## config.mk

```make
export PLATFORM = sky130hd
export DESIGN_NAME = biquad_sequencer_flat
export DESIGN_NICKNAME = d
export VERILOG_FILES = /design/src/rtl/biquad_sequencer_if.sv /design/src/rtl/biquad_sequencer.sv /design/src/flat_wrapper.sv
export SDC_FILE = /design/constraint.sdc
export NUM_CORES = 1
export LEC_CHECK = 0
export BUFFER_PORTS_ARGS = -buffer_cell sky130_fd_sc_hd__buf_2
export CAP_MARGIN = 10
export CORE_MARGIN = 2
export CORE_UTILIZATION = 30
export CTS_CLUSTER_SIZE = 8
export DETAILED_ROUTE_END_ITERATION = 8
export GPL_TIMING_DRIVEN = 0
export HOLD_SLACK_MARGIN = 0.06
export PLACE_DENSITY = 0.45
export SLEW_MARGIN = 25
export SYNTH_ARGS = -nofsm -noshare
export SYNTH_HDL_FRONTEND = slang
export SYNTH_SLANG_ARGS = --single-unit
```

## constraint.sdc

```tcl
create_clock -name clk -period 8.6 [get_ports clk]
set_input_delay 1.29 -clock clk [delete_from_list [all_inputs] [get_ports clk]]
set_output_delay 1.29 -clock clk [all_outputs]
set_load 0.01 [all_outputs]
```

## src/rtl/biquad_sequencer_if.sv

```systemverilog
// biquad_sequencer_if: strobe, coefficient, multiplier and result signals of the biquad sequencer
interface biquad_sequencer_if #(
  parameter int BITSIZE  = 16,
  parameter int CHANNELS = 2
);
  localparam int AW = $clog2(CHANNELS * 5);
  localparam int CW = CHANNELS > 1 ? $clog2(CHANNELS) : 1;
  logic                         sample_strobe;
  logic [CHANNELS*BITSIZE-1:0]  in_data;
  logic                         coef_we;
  logic [AW-1:0]                coef_addr;
  logic [BITSIZE-1:0]           coef_wdata;
  logic [BITSIZE-1:0]           mul_a;
  logic [BITSIZE-1:0]           mul_b;
  logic [2*BITSIZE-1:0]         mul_p;
  logic [BITSIZE-1:0]           out_data;
  logic [CW-1:0]                out_chan;
  logic                         out_valid;
  logic                         busy;
  logic                         overrun;
  modport master (
    output sample_strobe, in_data, coef_we, coef_addr, coef_wdata, mul_p,
    input  mul_a, mul_b, out_data, out_chan, out_valid, busy, overrun
  );
  modport slave (
    input  sample_strobe, in_data, coef_we, coef_addr, coef_wdata, mul_p,
    output mul_a, mul_b, out_data, out_chan, out_valid, busy, overrun
  );
endinterface

```

## src/rtl/biquad_sequencer.sv

```systemverilog
// biquad_sequencer: time-multiplexed multi-channel biquad on one external multiplier
// Define BIQUAD_SAT_EN to saturate sums instead of wrapping them.
module biquad_sequencer #(
  parameter int BITSIZE  = 16,
  parameter int CHANNELS = 2
) (
  input logic               clk,
  input logic               rst,
  biquad_sequencer_if.slave bus
);
  localparam int B  = BITSIZE;
  localparam int NC = CHANNELS * 5;
  localparam int AW = $clog2(NC);
  localparam int CW = CHANNELS > 1 ? $clog2(CHANNELS) : 1;
  typedef enum logic [1:0] {IDLE, RUN, DONE} state_t;
  state_t         state_q, state_d;
  logic [2:0]     step_q, step_d;
  logic [CW-1:0]  chan_q, chan_d;
  logic [B-1:0]   x_q [CHANNELS];
  logic [B-1:0]   x_d [CHANNELS];
  logic [B-1:0]   z1_q [CHANNELS];
  logic [B-1:0]   z1_d [CHANNELS];
  logic [B-1:0]   z2_q [CHANNELS];
  logic [B-1:0]   z2_d [CHANNELS];
  logic [B-1:0]   cs_q [NC];
  logic [B-1:0]   cs_d [NC];
  logic [B-1:0]   ca_q [NC];
  logic [B-1:0]   ca_d [NC];
  logic [B-1:0]   y_q, y_d, t_q, t_d;
  logic [B-1:0]   out_data_q, out_data_d;
  logic [CW-1:0]  out_chan_q, out_chan_d;
  logic           out_valid_q, out_valid_d;
  logic           overrun_q, overrun_d;
  logic [B-1:0]   p;
  logic [AW-1:0]  base;
  logic [2:0]     kmap;
  logic           run, issue, unused_p;
  function automatic logic [B-1:0] sum(input logic [B-1:0] a, input logic [B-1:0] b, input logic sub);
`ifdef BIQUAD_SAT_EN
    logic signed [B:0] s;
    s = sub ? $signed({a[B-1], a}) - $signed({b[B-1], b}) : $signed({a[B-1], a}) + $signed({b[B-1], b});
    return (s[B] != s[B-1]) ? {s[B], {(B-1){~s[B]}}} : s[B-1:0];
`else
    return sub ? a - b : a + b;
`endif
  endfunction
  assign p        = bus.mul_p[2*B-2 -: B];
  assign unused_p = ^{bus.mul_p[2*B-1], bus.mul_p[B-2:0]};
  assign run      = state_q == RUN;
  assign issue    = run && step_q <= 3'd4;
  assign base     = AW'(5 * int'(chan_q));
  // issue order a0, a1, b1, a2, b2 maps steps 0..4 onto coefficient slots 0,1,3,2,4
  assign kmap     = step_q == 3'd2 ? 3'd3 : step_q == 3'd3 ? 3'd2 : step_q > 3'd4 ? 3'd0 : step_q;
  assign bus.mul_a     = !issue ? '0 : (step_q == 3'd2 || step_q == 3'd4) ? y_q : x_q[chan_q];
  assign bus.mul_b     = issue ? ca_q[base + AW'(kmap)] : '0;
  assign bus.busy      = state_q != IDLE;
  assign bus.overrun   = overrun_q;
  assign bus.out_data  = out_data_q;
  assign bus.out_chan  = out_chan_q;
  assign bus.out_valid = out_valid_q;
  always_comb begin
    state_d     = state_q;
    step_d      = step_q;
    chan_d      = chan_q;
    x_d         = x_q;
    z1_d        = z1_q;
    z2_d        = z2_q;
    cs_d        = cs_q;
    ca_d        = ca_q;
    y_d         = y_q;
    t_d         = t_q;
    out_valid_d = run && step_q == 3'd4;
    out_data_d  = out_valid_d ? y_q : out_data_q;
    out_chan_d  = out_valid_d ? chan_q : out_chan_q;
    overrun_d   = overrun_q | (bus.sample_strobe && state_q != IDLE);
    if (bus.coef_we && int'(bus.coef_addr) < NC) cs_d[bus.coef_addr] = bus.coef_wdata;
    // active bank takes the pre-write shadow, so a coincident write waits for the next frame
    if (state_q == IDLE && bus.sample_strobe) begin
      state_d = RUN;
      step_d  = '0;
      chan_d  = '0;
      ca_d    = cs_q;
      for (int i = 0; i < CHANNELS; i++) x_d[i] = bus.in_data[i*B +: B];
    end
    if (run) begin
      step_d = step_q == 3'd5 ? 3'd0 : step_q + 3'd1;
      if (step_q == 3'd5) begin
        chan_d  = chan_q + CW'(1);
        state_d = int'(chan_q) == CHANNELS - 1 ? DONE : RUN;
      end
      y_d = step_q == 3'd1 ? sum(p, z1_q[chan_q], 1'b0) : y_q;
      t_d = step_q == 3'd2 ? sum(p, z2_q[chan_q], 1'b0) : step_q == 3'd4 ? p : t_q;
      if (step_q == 3'd3) z1_d[chan_q] = sum(t_q, p, 1'b1);
      if (step_q == 3'd5) z2_d[chan_q] = sum(t_q, p, 1'b1);
    end
    if (state_q == DONE) state_d = IDLE;
  end
  always_ff @(posedge clk) begin
    if (rst) begin
      state_q     <= IDLE;
      step_q      <= '0;
      chan_q      <= '0;
      x_q         <= '{default: '0};
      z1_q        <= '{default: '0};
      z2_q        <= '{default: '0};
      cs_q        <= '{default: '0};
      ca_q        <= '{default: '0};
      y_q         <= '0;
      t_q         <= '0;
      out_data_q  <= '0;
      out_chan_q  <= '0;
      out_valid_q <= 1'b0;
      overrun_q   <= 1'b0;
    end else begin
      state_q     <= state_d;
      step_q      <= step_d;
      chan_q      <= chan_d;
      x_q         <= x_d;
      z1_q        <= z1_d;
      z2_q        <= z2_d;
      cs_q        <= cs_d;
      ca_q        <= ca_d;
      y_q         <= y_d;
      t_q         <= t_d;
      out_data_q  <= out_data_d;
      out_chan_q  <= out_chan_d;
      out_valid_q <= out_valid_d;
      overrun_q   <= overrun_d;
    end
  end
endmodule
```

## src/flat_wrapper.sv

```systemverilog
// flat-port wrapper written by rule: the top's interface ports become plain ports
module biquad_sequencer_flat 
#(
  parameter int BITSIZE  = 16,
  parameter int CHANNELS = 2
)
  (clk, rst, bus_sample_strobe, bus_in_data, bus_coef_we, bus_coef_addr, bus_coef_wdata, bus_mul_p, bus_mul_a, bus_mul_b, bus_out_data, bus_out_chan, bus_out_valid, bus_busy, bus_overrun);
  biquad_sequencer_if #(.BITSIZE(BITSIZE), .CHANNELS(CHANNELS)) bus_i ();
  input logic clk;
  input logic rst;
  input wire logic [$bits(bus_i.sample_strobe)-1:0] bus_sample_strobe;
  input wire logic [$bits(bus_i.in_data)-1:0] bus_in_data;
  input wire logic [$bits(bus_i.coef_we)-1:0] bus_coef_we;
  input wire logic [$bits(bus_i.coef_addr)-1:0] bus_coef_addr;
  input wire logic [$bits(bus_i.coef_wdata)-1:0] bus_coef_wdata;
  input wire logic [$bits(bus_i.mul_p)-1:0] bus_mul_p;
  output wire logic [$bits(bus_i.mul_a)-1:0] bus_mul_a;
  output wire logic [$bits(bus_i.mul_b)-1:0] bus_mul_b;
  output wire logic [$bits(bus_i.out_data)-1:0] bus_out_data;
  output wire logic [$bits(bus_i.out_chan)-1:0] bus_out_chan;
  output wire logic [$bits(bus_i.out_valid)-1:0] bus_out_valid;
  output wire logic [$bits(bus_i.busy)-1:0] bus_busy;
  output wire logic [$bits(bus_i.overrun)-1:0] bus_overrun;
  assign bus_i.sample_strobe = bus_sample_strobe;
  assign bus_i.in_data = bus_in_data;
  assign bus_i.coef_we = bus_coef_we;
  assign bus_i.coef_addr = bus_coef_addr;
  assign bus_i.coef_wdata = bus_coef_wdata;
  assign bus_i.mul_p = bus_mul_p;
  assign bus_mul_a = bus_i.mul_a;
  assign bus_mul_b = bus_i.mul_b;
  assign bus_out_data = bus_i.out_data;
  assign bus_out_chan = bus_i.out_chan;
  assign bus_out_valid = bus_i.out_valid;
  assign bus_busy = bus_i.busy;
  assign bus_overrun = bus_i.overrun;
  biquad_sequencer #(.BITSIZE(BITSIZE), .CHANNELS(CHANNELS)) u_core (.clk(clk), .rst(rst), .bus(bus_i));
endmodule
```

==> flow_summary.yaml <==
run_status:
  status: "finished clean"
worst_hold_path:
  worstHoldPathCells: 2
  hp-start: "u_core.cs_q[142]"
  holdPathEnd: "u_core.ca_q[142]"
  hold_class: "flip-flop to flip-flop"
sta:
  skew_ns: 0.0242
  fin_crit_ns: 6.11
  fin_setup_tns_ns: 0
  slew_viol_final: 0
  fin_ws_ns: 2.49
  hold_viol_final: 0
  fmax_ghz: 0.164
  setup_viol: 0
  relSlewSlack: 0.283
  tightest_slew_ns: 1.08
  fin_crit_sh: 0.711
  grt_setup_unrepaired: "false"
logic_synthesis:
  syn_area_mm2: 0.0212
  async_flop_share: 0
  ys_ff_latch: 473
  syn_nets: 2752
  synth_warnings: 0
  syn_inst: 2612
  synth-edff-count: 0
  netlist-cell-type-count: 74
  synth_seq_area_share: 0.447
  synth_flop_cell: "dfxtp_1"
  synth.avg_cell_area_um2: 8.10
critical_path:
  reg2reg_depth: 12
  rrSetupSlack_ns: 4.35
  crit_path_start_kind: "flip-flop"
  regToRegEndpoint: "u_core.t_q[15]"
  crit_arrival_ns: 4.82
  cp_max_fo: 10
  cp_slowest_stage_delay_ns: 0.48
  path_cells: "clkbuf_1 > and2_1 > ha_1 > a211oi_1 > ha_1 > ha_1 > clkbuf_1 > buf_2 > buf_2 > mux4_2 > mux2_2 > a21oi_1 > nor2_1 > buf_2"
  worstReg2RegStart: "u_core.chan_q"
  cpMaxStageDelayCell: "clkbuf_1"
  cp_data_required_time_ns: 7.31
  critPathKind: "flip-flop to primary output"
  worst_setup_path_end_kind: "primary output"
drt:
  ant_nets: 0
  vias_per_cell: 5.04
  drt_first_pass_iters: 5
  drt_iter0_drc: 1122
  routed_wl_mm: 76.0
  drc: 0
  avgRoutedWirePerCell_um: 20.3
  vias: 18900
power_and_ir_drop:
  p_leak_nw: 8.86
  ir_drop_uv: 116
  power_density_mw_per_mm2: 204
clock_tree:
  cts_buffers: 69
  postCtsHoldBufs: 0
  htree_levels: 3
  clk_latency_ns: 0.62
  clock_tree.buffer_depth: 3
  clock_sinks: 473
  postCtsResizedCells: 0
  cts_setup_buffers: 0
  root_buffer: "clkbuf_16"
  clkTransAtPathRegs_ns: 0.05
  cts_tree: "built"
place:
  place_hpwl_mm: 57.0
  post-place-ws_ns: 3.09
  routabilityCongestion: 0.895
  port_buffers: 107
finish:
  multi_input_area_mm2: 0.0107
  nFillCells: 7384
  seqCellArea_mm2: 0.00947
  final_util: 0.355
  layout_commonest_cell: "nand2_1"
  fin_nets: 2930
  final_cell_mix: "nand2_1, dfxtp_1, a21oi_1"
  syn2layout_area_growth_pct: 17.2
  drive_gt1_frac: 0.115
floorplanning:
  die_area_mm2: 0.0727
  start_util: 0.303
  rows: 97
  core_mm2: 0.0699
  die_w_um: 270
  pin_count: 140
  die_h_um: 270
global_routing:
  grt_max_degree: 12
  grt_pass1_vias: 18300
  grt_pass1_wl_mm: 114
  grt_overflow_total: 0
  grtUsageTotal: 0.206
  antenna_found_initial: 1
job:
  maxCapViolations: 0
[kinds of logic (layout without fill, tap and decap cells)]
group	count (synthesis)	count (layout)	share of synthesized area
flip-flops	473	473	0.447
AO/OA/AOI/OAI	602	602	0.160
XOR/XNOR	27	27	0.0112
multiplexers	150	150	0.0926
AND/OR/NAND/NOR	1072	1072	0.208
adder cells (fa/ha/maj)	52	52	0.0318
buffers and inverters	236	423	0.0489
other	0	1	0
[Yosys cell counts, drive strengths merged, types with 7 or more instances]
master,count,area (um2)
nor2b,8,57.6
nor3,35,180
clkbuf,176,754
o22ai,9,56.3
nor2,132,495
a21oi,428,2140
o31ai,7,52.6
a31oi,7,43.8
mux4,32,721
and3,15,93.8
xor2,10,87.6
inv,36,135
mux2,46,518
o21bai,7,52.6
nand2b,10,62.6
a211oi,45,338
nand2,768,2880
mux2i,72,721
nand3,51,260
o21ai,47,239
xnor2,17,149
ha,49,613
nand4,15,93.8
dfxtp,473,9470
a21o,13,98.9
buf,21,113
[stage by stage]
step | hold slack [ns] | total power, mW | std cells | area, um2
detailed placement | 0.442 | 2.63 | 3659 | 22900
global route | 0.461 | 5.25 | 3739 | 24800
floorplan | 0.431 | 2.48 | 2612 | 21200
finish | 0.439 | 5.07 | 3740 | 24800
CTS | 0.445 | 5.13 | 3739 | 24800
global placement | 0.438 | 2.63 | 3659 | 22900
[worst max path at each step]
stage                     depth (start not counted)            to              from
after global routing                             14  bus_mul_b[3]  u_core.step_q[0]
after detailed placement                         14  bus_mul_b[0]  u_core.step_q[0]
after CTS                                        14  bus_mul_b[0]  u_core.step_q[0]
after global placement                           14  bus_mul_b[0]  u_core.step_q[2]
after floorplan                                  13  bus_mul_b[0]  u_core.step_q[0]
final                                            14  bus_mul_b[0]  u_core.step_q[0]
[area by class of cell]
class	count	area share
multi-input combinational	1903	0.430
sequential	473	0.382
clock buffer	72	0.0705
tap	940	0.0474
buffer	199	0.0367
timing repair buffer	107	0.0216
clock inverter	8	0.00635
inverter	37	0.00560
antenna	1	0.000101
[report_power, final]
group | switching [mW] | internal (mW) | leakage, nW
logic | 0.255 | 0.0940 | 4.12
registers | 0.0155 | 2.22 | 3.82
clock network | 1.03 | 1.45 | 0.930
[flip-flops by register name (all words and copies together) (netlist names)]
name / count
u_core.ca_q: 160
u_core.cs_q: 160
u_core.x_q: 32
u_core.z1_q: 32
u_core.z2_q: 32
u_core.bus.out_data: 16
u_core.t_q: 16
u_core.y_q: 16
u_core.step_q: 3
u_core.state_q: 2
u_core.bus.out_chan: 1
u_core.bus.out_valid: 1
u_core.bus.overrun: 1
u_core.chan_q: 1
[routing by layer]
layer  global-route usage  routed length, um  vias to the layer above
met1                0.262              33700                     9047
li1                     -                  -                     9239
met5                    0                 13                        -
met2                0.349              36300                      455
met3               0.0360               3490                      125
met4               0.0709               2480                        2
[worst max-delay path, delay by kind of cell (launching register included)]
kind            cells  cell delay [ns]
flops               1             0.30
simple gates        2             0.26
buf+inv             5             1.76
fa+ha+maj           3             0.77
compound gates      2             0.40
mux                 2             0.70
No activity file was read; power rests on OpenSTA's default activity.
